<file path="config.mk">
export PLATFORM = sky130hd
export DESIGN_NAME = cbus_writeback
export DESIGN_NICKNAME = d
export VERILOG_FILES = /design/src/rtl/cbus_writeback.sv
export SDC_FILE = /design/constraint.sdc
export NUM_CORES = 1
export LEC_CHECK = 0
export CORE_ASPECT_RATIO = 1.25
export CORE_MARGIN = 2
export CORE_UTILIZATION = 56
export DETAILED_ROUTE_END_ITERATION = 16
export GPL_ROUTABILITY_DRIVEN = 1
export PLACE_DENSITY = 0.86
export RECOVER_POWER = 50
export SYNTH_ARGS = -nofsm -noshare
export SYNTH_HDL_FRONTEND = slang
export SYNTH_SLANG_ARGS = --single-unit
</file>
<file path="constraint.sdc">
create_clock -name clk -period 19.65 [get_ports clk]
set_input_delay 3.93 -clock clk [delete_from_list [all_inputs] [get_ports clk]]
set_output_delay 3.93 -clock clk [all_outputs]
set_load 0.01 [all_outputs]
</file>
<file path="src/rtl/cbus_writeback.sv">
// C bus write-back stage: fourteen-register file (DMAR, DMDR, R0..R11) written from
// the ALU C bus, with a per-cycle increment port and a data-memory load FSM for DMDR.
//
// Ports:
//   clk, reset        - single clock; asynchronous active-high reset
//   c_sel, c_bus      - destination select (0 none, 1 DMAR, 2 DMDR, 3..14 R0..R11,
//                       15 invalid) and write data
//   inc_sel           - increment select, same encoding as c_sel
//   mem_load          - start a DMDR load from data memory (only seen in IDLE)
//   mem_data/valid    - memory read data and its valid strobe (only seen in REQ)
//   mem_req           - read request, high while a load is outstanding
//   load_busy         - load FSM not idle
//   load_done         - one-cycle pulse after DMDR took memory data
//   load_timeout      - one-cycle pulse after a load was abandoned
//   sel_err           - one-cycle registered pulse for select code 15
//   dmar, dmdr, r0..r11 - registered register-file contents
module cbus_writeback #(
    parameter int unsigned WIDTH   = 19,
    parameter int unsigned TIMEOUT = 15
) (
    input  logic             clk,
    input  logic             reset,
    input  logic [3:0]       c_sel,
    input  logic [WIDTH-1:0] c_bus,
    input  logic [3:0]       inc_sel,
    input  logic             mem_load,
    input  logic [WIDTH-1:0] mem_data,
    input  logic             mem_valid,
    output logic             mem_req,
    output logic             load_busy,
    output logic             load_done,
    output logic             load_timeout,
    output logic             sel_err,
    output logic [WIDTH-1:0] dmar,
    output logic [WIDTH-1:0] dmdr,
    output logic [WIDTH-1:0] r0,
    output logic [WIDTH-1:0] r1,
    output logic [WIDTH-1:0] r2,
    output logic [WIDTH-1:0] r3,
    output logic [WIDTH-1:0] r4,
    output logic [WIDTH-1:0] r5,
    output logic [WIDTH-1:0] r6,
    output logic [WIDTH-1:0] r7,
    output logic [WIDTH-1:0] r8,
    output logic [WIDTH-1:0] r9,
    output logic [WIDTH-1:0] r10,
    output logic [WIDTH-1:0] r11
);

    localparam int unsigned CntW = $clog2(TIMEOUT + 1);

    typedef enum logic [1:0] {StIdle, StReq, StDone} state_e;

    state_e            state_q, state_d;
    logic [CntW-1:0]   cnt_q, cnt_d;
    logic              timeout_q, timeout_d;
    logic              sel_err_q, sel_err_d;
    logic [WIDTH-1:0]  regs_q [14];
    logic [WIDTH-1:0]  regs_d [14];

    logic              mem_accept;
    logic              cnt_last;
    logic [3:0]        c_idx;
    logic [3:0]        inc_idx;

    assign mem_accept = (state_q == StReq) && mem_valid;
    // This REQ cycle's increment brings the counter to TIMEOUT.
    assign cnt_last   = (cnt_q == CntW'(TIMEOUT - 1));
    assign c_idx      = c_sel - 4'd1;
    assign inc_idx    = inc_sel - 4'd1;

    // ---------------- load FSM: state register ----------------
    always_ff @(posedge clk or posedge reset) begin
        if (reset) begin
            state_q   <= StIdle;
            cnt_q     <= '0;
            timeout_q <= 1'b0;
        end else begin
            state_q   <= state_d;
            cnt_q     <= cnt_d;
            timeout_q <= timeout_d;
        end
    end

    // ---------------- load FSM: next state ----------------
    always_comb begin
        state_d   = state_q;
        cnt_d     = cnt_q;
        timeout_d = 1'b0;
        case (state_q)
            StIdle: begin
                if (mem_load) begin
                    state_d = StReq;
                    cnt_d   = '0;
                end
            end
            StReq: begin
                cnt_d = cnt_q + CntW'(1);
                if (mem_valid) begin
                    state_d = StDone;
                end else if (cnt_last) begin
                    state_d   = StIdle;
                    timeout_d = 1'b1;
                end
            end
            StDone:  state_d = StIdle;
            default: state_d = StIdle;
        endcase
    end

    // ---------------- load FSM: outputs ----------------
    always_comb begin
        mem_req      = (state_q == StReq);
        load_busy    = (state_q != StIdle);
        load_done    = (state_q == StDone);
        load_timeout = timeout_q;
        sel_err      = sel_err_q;
    end

    // ---------------- register file ----------------
    // Later assignments win: increment < C bus write < memory load data.
    always_comb begin
        for (int i = 0; i < 14; i++) begin
            regs_d[i] = regs_q[i];
        end
        if (inc_sel != 4'd0 && inc_sel != 4'd15) begin
            regs_d[inc_idx] = regs_q[inc_idx] + WIDTH'(1);
        end
        if (c_sel != 4'd0 && c_sel != 4'd15) begin
            regs_d[c_idx] = c_bus;
        end
        if (mem_accept) begin
            regs_d[1] = mem_data;
        end
        sel_err_d = (c_sel == 4'd15) || (inc_sel == 4'd15);
    end

    always_ff @(posedge clk or posedge reset) begin
        if (reset) begin
            for (int i = 0; i < 14; i++) begin
                regs_q[i] <= '0;
            end
            sel_err_q <= 1'b0;
        end else begin
            for (int i = 0; i < 14; i++) begin
                regs_q[i] <= regs_d[i];
            end
            sel_err_q <= sel_err_d;
        end
    end

    assign dmar = regs_q[0];
    assign dmdr = regs_q[1];
    assign r0   = regs_q[2];
    assign r1   = regs_q[3];
    assign r2   = regs_q[4];
    assign r3   = regs_q[5];
    assign r4   = regs_q[6];
    assign r5   = regs_q[7];
    assign r6   = regs_q[8];
    assign r7   = regs_q[9];
    assign r8   = regs_q[10];
    assign r9   = regs_q[11];
    assign r10  = regs_q[12];
    assign r11  = regs_q[13];

endmodule
</file>
==> summary.md, run 1 <==
| Metric | Value |
|---|---|
| WL per Instance | 27.14 um |
| Number of global-route vias before repair | 15250 |
| Final Wtd Congestion | 0.9816 |
| Via density | 6.869 |
| Net Count, Synth | 1703 |
| Worst slew margin | -279.9% |
| Area Growth Syn to Fin | 28.18% |
| First-pass detailed-route iteration total | 6 |
| Fin area | 0.02000 mm2 |
| Post-synth EDFFs | 0 |
| Gr usage total | 41.09% |
| DPL Wire Length | 40660 um |
| Final Critical Period | 11360 ps |
| Status | finished with violations |
| Hold WS | 524.5 ps |
| Final worst-path cycle share | 57.82% |
| Largest net degree at the start of global routing | 129 |
| Register bit total from synthesis | 274 |
| Vias | 15500 |
| Area of the mapped netlist | 0.01560 mm2 |
| Filler instances | 1855 |
| CTS Buf Count | 28 |
| Clk sink count | 274 |
| Crit path arrival time | 11820 ps |
| Failing checks | capacitance limit, slew limit |
| Initial cell density of the core | 56.78% |
| Cts repair resizes | 0 |
| Prevailing post-synth register cell | dfrtp_1 |
| DRT iter0 DRCs | 2062 |
| GRT overflow | 0 |
| Final WL | 61250 um |
| Post-synth ARST share | 100.0% |
| Fin nets | 1944 |
| Io pins | 321 |
| Setup Fix Bufs, Post-CTS | 0 |
| Most frequent cells in the layout | nand2_1, dfrtp_1, dlygate4sd3_1 |
| Max Freq | 0.08801 GHz |
| Final ANT Viol Nets | 0 |
| Root buf cell | clkbuf_16 |
| DRC violations left | 0 |
| FP Rows | 68 |
| CP max FO | 45 |
| IO buf count | 320 |
| CP endpoint kind | flop |
| PwrDens | 129.0 mW/mm2 |
| Final hold vios | 0 |
| Final Util | 72.79% |
| Startpoint Class | input pin |
| Syn Inst Count | 1644 |
| Tot Pwr | 2581 uW |
| Leakage | 0.007846 uW |
| Die area | 0.02923 mm2 |
| CTS Hold Bufs | 0 |
| Max capacitance violation total | 5 |
| Share of the yosys chip area belonging to registers | 43.94% |
| H-tree levels | 1 |
| Commonest non-fill, non-tap cell in the layout | nand2_1 |
| FF/Latch Area | 0.006857 mm2 |
| Peak VDD IR | 0.08005 mV |
| Synthesized area per cell | 9.492 um2 |
| Die Ht | 190.6 um |
| Multi-input gate area | 0.008174 mm2 |
| Die W | 153.3 um |
| Share of cells above drive strength 1 | 11.50% |
| RSZ-0062 raised after global routing | no |
| Final slew viol count | 281 |
| Clk_skew | 28.47 ps |
| CP required | 20110 ps |
| Worst hold path class | reg2reg |
| Initial antenna violation count | 3 |
| Synth warnings | 0 |
| Insertion delay of the later-clocked pin in the worst-skew pair | 560 ps |
| Core area | 0.02748 mm2 |
| Least-Margin Pin Slew | 5668 ps |
| Synth unique cells | 55 |
| CTS max path bufs | 3 |
| Placed Area | 0.01905 mm2 |
| Crit path kind | in2reg |
| First-pass GRT wire length | 91540 um |
| Final setup viols | 0 |
| Clock tree from TritonCTS | built |
| Sum Neg Setup Slack | 0 ps |
| Reg clk slew, reported paths | 70 ps |
-- sequential cells by signal, summed over array words and instances, names as in the netlist --
register,count
r0,19
dmar,19
r7,19
r11,19
r4,19
cnt_q,4
r2,19
r6,19
r5,19
r1,19
r9,19
r10,19
load_timeout,1
state_q,2
sel_err,1
r3,19
r8,19
dmdr,19
-- synthesized netlist by cell type, drive strengths merged (13+ instances only) --
cell type | n | share of area [%]
o22ai | 14 | 0.56
clkbuf | 115 | 2.8
mux2 | 19 | 1.4
buf | 40 | 1.3
dfrtp | 274 | 44
nor2 | 122 | 2.9
nand2 | 300 | 7.2
a22o | 13 | 0.73
o21ai | 278 | 9.0
mux2i | 169 | 11
a211oi | 28 | 1.7
nand3 | 24 | 0.77
nor2b | 18 | 0.72
mux4 | 57 | 8.2
a21o | 13 | 0.63
a31oi | 15 | 0.60
a21oi | 51 | 1.6
-- final cells by class --
cell class | count | share of cell area (%)
Timing Repair Buffer | 366 | 17.67
Inverter | 8 | 0.1564
Clock inverter | 9 | 0.6130
Antenna cell | 2 | 0.02502
Multi-Input combinational cell | 1207 | 40.86
Sequential cell | 274 | 34.28
Clock buffer | 41 | 4.203
Tap cell | 350 | 2.189
-- layer usage --
layer  share of wire [%]  track usage [%]  vias up
met2                  45            63.55     1483
met4                 9.0            30.98        2
li1                    -                -     6292
met3                  13            9.318      376
met5               0.028                0        -
met1                  33            50.53     7350
-- through the flow --
stage	instances	setup slack (ps)
after floorplan	1644	8168
after global placement	2205	10330
after detailed placement	2205	10010
after CTS	2255	10570
after global routing	2256	7100
final	2257	8288
-- power by group --
part | leakage [uW] | switching (uW) | internal [uW] | total, uW
Sequential | 0.00333 | 215 | 754 | 969
Combinational | 0.00404 | 539 | 507 | 1050
Clock | 0.000476 | 232 | 334 | 566
-- worst paths after layout --
| check | start | to | slack [ps] | cells past startpoint |
|---|---|---|---|---|
| worst max-delay path | inc_sel[0] | r8[14] | 8290 | 13 |
| worst min-delay path | cnt_q[2] | cnt_q[2] | 520 | 1 |
| worst max register to register | state_q[1] | dmdr[18] | 15360 | 7 |
| worst min register to register | cnt_q[2] | cnt_q[2] | 520 | 1 |
| max in group asynchronous | reset | dmdr[17] | 8560 | 3 |
| min in group asynchronous | reset | cnt_q[2] | 5570 | 2 |
-- cell families after synthesis --
family / Yosys count / share of synthesized area, %
and+or+nand+nor: 509 / 13.70
AOI/OAI and AO/OA: 429 / 16.07
DFF: 274 / 43.94
muxes: 245 / 20.44
buffers and inverters: 163 / 4.290
xor gates and xnor gates: 15 / 0.8418
adders and majority gates: 9 / 0.7216
-- worst max-delay path, cell delays in order --
cell	delay, ps
clkbuf_1	2230
inv_1	480
ha_4	790
buf_4	650
mux4_2	330
nor2_1	60
nor4_4	820
ha_1	310
nand3_1	260
nor4_1	380
xor2_1	1050
mux2i_1	180
o21ai_0	290
(Power assumes the default switching activity.)
==> run 2, diff against run 1 <==
CORE_UTILIZATION = 52   (was 56)
PLACE_DENSITY = 0.81   (was 0.86)
clock period = 11.25 ns   (was 19.65 ns; I/O delays follow)
==> run 2 against run 1 <==
The flow still finishes with violations (capacitance limit, slew limit). Routed wire length decreased by 0.99%. Setup slack worse by 4400 ps. Sequential share of layout area is 0.13 points lower. Non-clock buffer count rose by 1. Power grew 75%. Design area rose by 0.39%. Clock skew fell by 14 ps. Combinational power is 74% higher. Via count decreased by 2.4%. Global-route usage decreased by 3.4 points. Register-to-register slack lost 8300 ps. First-iteration DRC count down 4.5%. Highest routed layer is now met4.
==> summary.md, run 2 (same netlist as run 1, synthesis figures left out) <==
| Metric | Value |
|---|---|
| Final worst-path cycle share | 65.02% |
| Filler instances | 2234 (was 1855) |
| Most frequent cells in the layout | nand2_1, dfrtp_1, dlygate4sd3_1 (unchanged) |
| Number of global-route vias before repair | 14790 (was 15250) |
| CP top delay family | buffers and inverters (unchanged) |
| Startpoint Class | input pin (unchanged) |
| CTS Hold Bufs | 0 (unchanged) |
| DRT iter0 DRCs | 1970 (was 2062) |
| Share of cells above drive strength 1 | 11.80% (was 11.50%) |
| CP endpoint kind | flop (unchanged) |
| Reg clk slew, reported paths | 70 ps (about the same) |
| CTS max path bufs | 3 (unchanged) |
| Setup Fix Bufs, Post-CTS | 0 (unchanged) |
| Max capacitance violation total | 2 (was 5) |
| FP Rows | 70 (was 68) |
| Worst Hold Depth | 1 (unchanged) |
| H-tree levels | 1 (unchanged) |
| Worst hold endpoint | cnt_q[3] (was cnt_q[2]) |
| Final Critical Period | 7314 ps |
| Worst slew margin | -339.6% (was -279.9%) |
| Clock tree from TritonCTS | built (unchanged) |
| WL per Instance | 26.30 um (was 27.14 um) |
| Final hold vios | 0 (unchanged) |
| Gr usage total | 37.71% (was 41.09%) |
| Initial cell density of the core | 53.03% (was 56.78%) |
| Vias | 15140 (was 15500) |
| Max Freq | 0.1367 GHz |
| Io pins | 321 (unchanged) |
| Place WS | 3589 ps (was 10010 ps) |
| Largest net degree at the start of global routing | 148 (was 129) |
| Worst hold start | cnt_q[3] (was cnt_q[2]) |
| Fin nets | 1945 (was 1944) |
| Core area | 0.02943 mm2 (was 0.02748 mm2) |
| Final slew viol count | 177 (was 281) |
| Commonest non-fill, non-tap cell in the layout | nand2_1 (unchanged) |
| Die Ht | 197.7 um (was 190.6 um) |
| DPL Wire Length | 40930 um (was 40660 um) |
| Leakage | 0.007837 uW (was 0.007846 uW) |
| Slowest library cell on the worst path | xor2_1 (was clkbuf_1) |
| Crit path kind | in2reg (unchanged) |
| Final Wtd Congestion | 0.9551 (was 0.9816) |
| Reg2reg setup slack | 7030 ps (was 15360 ps) |
| Placed Area | 0.01912 mm2 (was 0.01905 mm2) |
| Final Worst Setup Slack | 3936 ps (was 8288 ps) |
| Final setup viols | 0 (unchanged) |
| Most used cell, CP | buf_4 |
| Critical Path, Cell by Cell | buf_4 -> inv_1 -> ha_4 -> buf_4 -> mux4_2 -> a21oi_1 -> a2111oi_2 -> ha_1 -> nand3_1 -> nor3_1 -> xor2_1 -> mux2i_1 -> o21ai_0 (was clkbuf_1 -> inv_1 -> ha_4 -> buf_4 -> mux4_2 -> nor2_1 -> nor4_4 -> ha_1 -> nand3_1 -> nor4_1 -> xor2_1 -> mux2i_1 -> o21ai_0) |
| Crit path arrival time | 7750 ps (was 11820 ps) |
| Die W | 158.9 um (was 153.3 um) |
| Non-Filler Instances | 2306 (was 2257) |
| CP startpoint | inc_sel[0] (unchanged) |
| CP required | 11690 ps (was 20110 ps) |
| Worst hold path class | reg2reg (unchanged) |
| Clk sink count | 274 (unchanged) |
| Sum Neg Setup Slack | 0 ps (unchanged) |
| Root buf cell | clkbuf_16 (unchanged) |
| RSZ-0062 raised after global routing | no (unchanged) |
| Reg2reg end | r2[10] (was dmdr[18]) |
| Status | finished with violations (unchanged) |
| Dpl cells | 2252 (was 2205) |
| Tot Pwr | 4521 uW (was 2581 uW) |
| CP Buf/Inv Count | 3 (unchanged) |
| Peak VDD IR | 0.1991 mV (was 0.08005 mV) |
| Critical path's largest stage delay | 1040 ps (was 2230 ps) |
| Clk_skew | 14.24 ps (was 28.47 ps) |
| Least-Margin Pin Slew | 6558 ps (was 5668 ps) |
| Die area | 0.03142 mm2 (was 0.02923 mm2) |
| CP max FO | 43 (was 45) |
| IO buf count | 320 (unchanged) |
| Fin area | 0.02008 mm2 (was 0.02000 mm2) |
| DRC violations left | 0 (unchanged) |
| Final ANT Viol Nets | 0 (unchanged) |
| Worst r2r src | r11[0] (was state_q[1]) |
| Initial antenna violation count | 3 (unchanged) |
| CTS Buf Count | 28 (unchanged) |
| First-pass detailed-route iteration total | 8 (was 6) |
| Reg2Reg Depth | 9 (was 7) |
| Insertion delay of the later-clocked pin in the worst-skew pair | 560 ps (about the same) |
| Area Growth Syn to Fin | 28.69% (was 28.18%) |
| First-pass GRT wire length | 90920 um (was 91540 um) |
| PwrDens | 225.1 mW/mm2 (was 129.0 mW/mm2) |
| Cts repair resizes | 0 (unchanged) |
| Via density | 6.563 (was 6.869) |
| Failing checks | capacitance limit, slew limit (unchanged) |
| GRT overflow | 0 (unchanged) |
| Final WL | 60650 um (was 61250 um) |
-- run 2: cell types whose count changed in the layout (fill, tap and decap cells not counted) --
cell             change
clkdlybuf4s50_1     +14
dlygate4sd3_1       -14
buf_4                +3
clkbuf_1             -3
clkinvlp_4           +3
clkbuf_8             -2
clkinv_2             +1
diode_2              +1
xnor2_1              -1
xnor2_2              +1
-- run 2: where the power goes --
group	leakage (uW)	internal, uW	switching [uW]
logic	0.00404	894	937
clock network	0.000465	572	414
registers	0.00333	1320	387
total	0.00784	2780	1740
-- run 2: worst register-to-register path, stage by stage (launching register included) --
cell and delay (ps):
dfrtp_1 450, mux2_2 190, a22oi_1 130, nor4_4 870
ha_1 310, nand3_1 300, nor3_1 280, xor2_1 1040
mux2i_1 210, o21ai_0 330
-- run 2: metrics by stage --
stage	hold WS [ps]	util, %
after floorplan	457.9	-
after global placement	490.3	64.99
after global routing	562.8	68.22
after detailed placement	514.0	64.99
final	514.5	68.24
after CTS	522.6	68.25
-- run 2: worst max path at each step --
| stage | slack [ps] | end | depth (start not counted) |
|---|---|---|---|
| finish | 3940 | r2[10] | 13 |
| global route | 3010 | r9[6] | 3 |
| CTS | 4130 | r2[10] | 13 |
| detailed placement | 3590 | r4[8] | 13 |
| global placement | 3870 | dmdr[8] | 13 |
| floorplan | 1450 | cnt_q[0] | 1 |
-- run 2: cell type report --
| class | count | area [um2] | share of cell area [%] |
|---|---|---|---|
| clock inverter | 13 | 150.1 | 0.7477 |
| sequential | 274 | 6857 | 34.14 |
| clock buffer | 38 | 809.5 | 4.031 |
| tap | 396 | 495.5 | 2.467 |
| timing repair buffer | 367 | 3550 | 17.68 |
| antenna | 3 | 7.507 | 0.03738 |
| inverter | 8 | 31.28 | 0.1558 |
| multi-input combinational | 1207 | 8182 | 40.74 |
-- run 2: routing by layer --
layer	routed length [um]	GRT usage [%]
met3	8134	9.028
met5	0	0
met2	27260	58.08
met4	4683	24.98
met1	20570	47.83
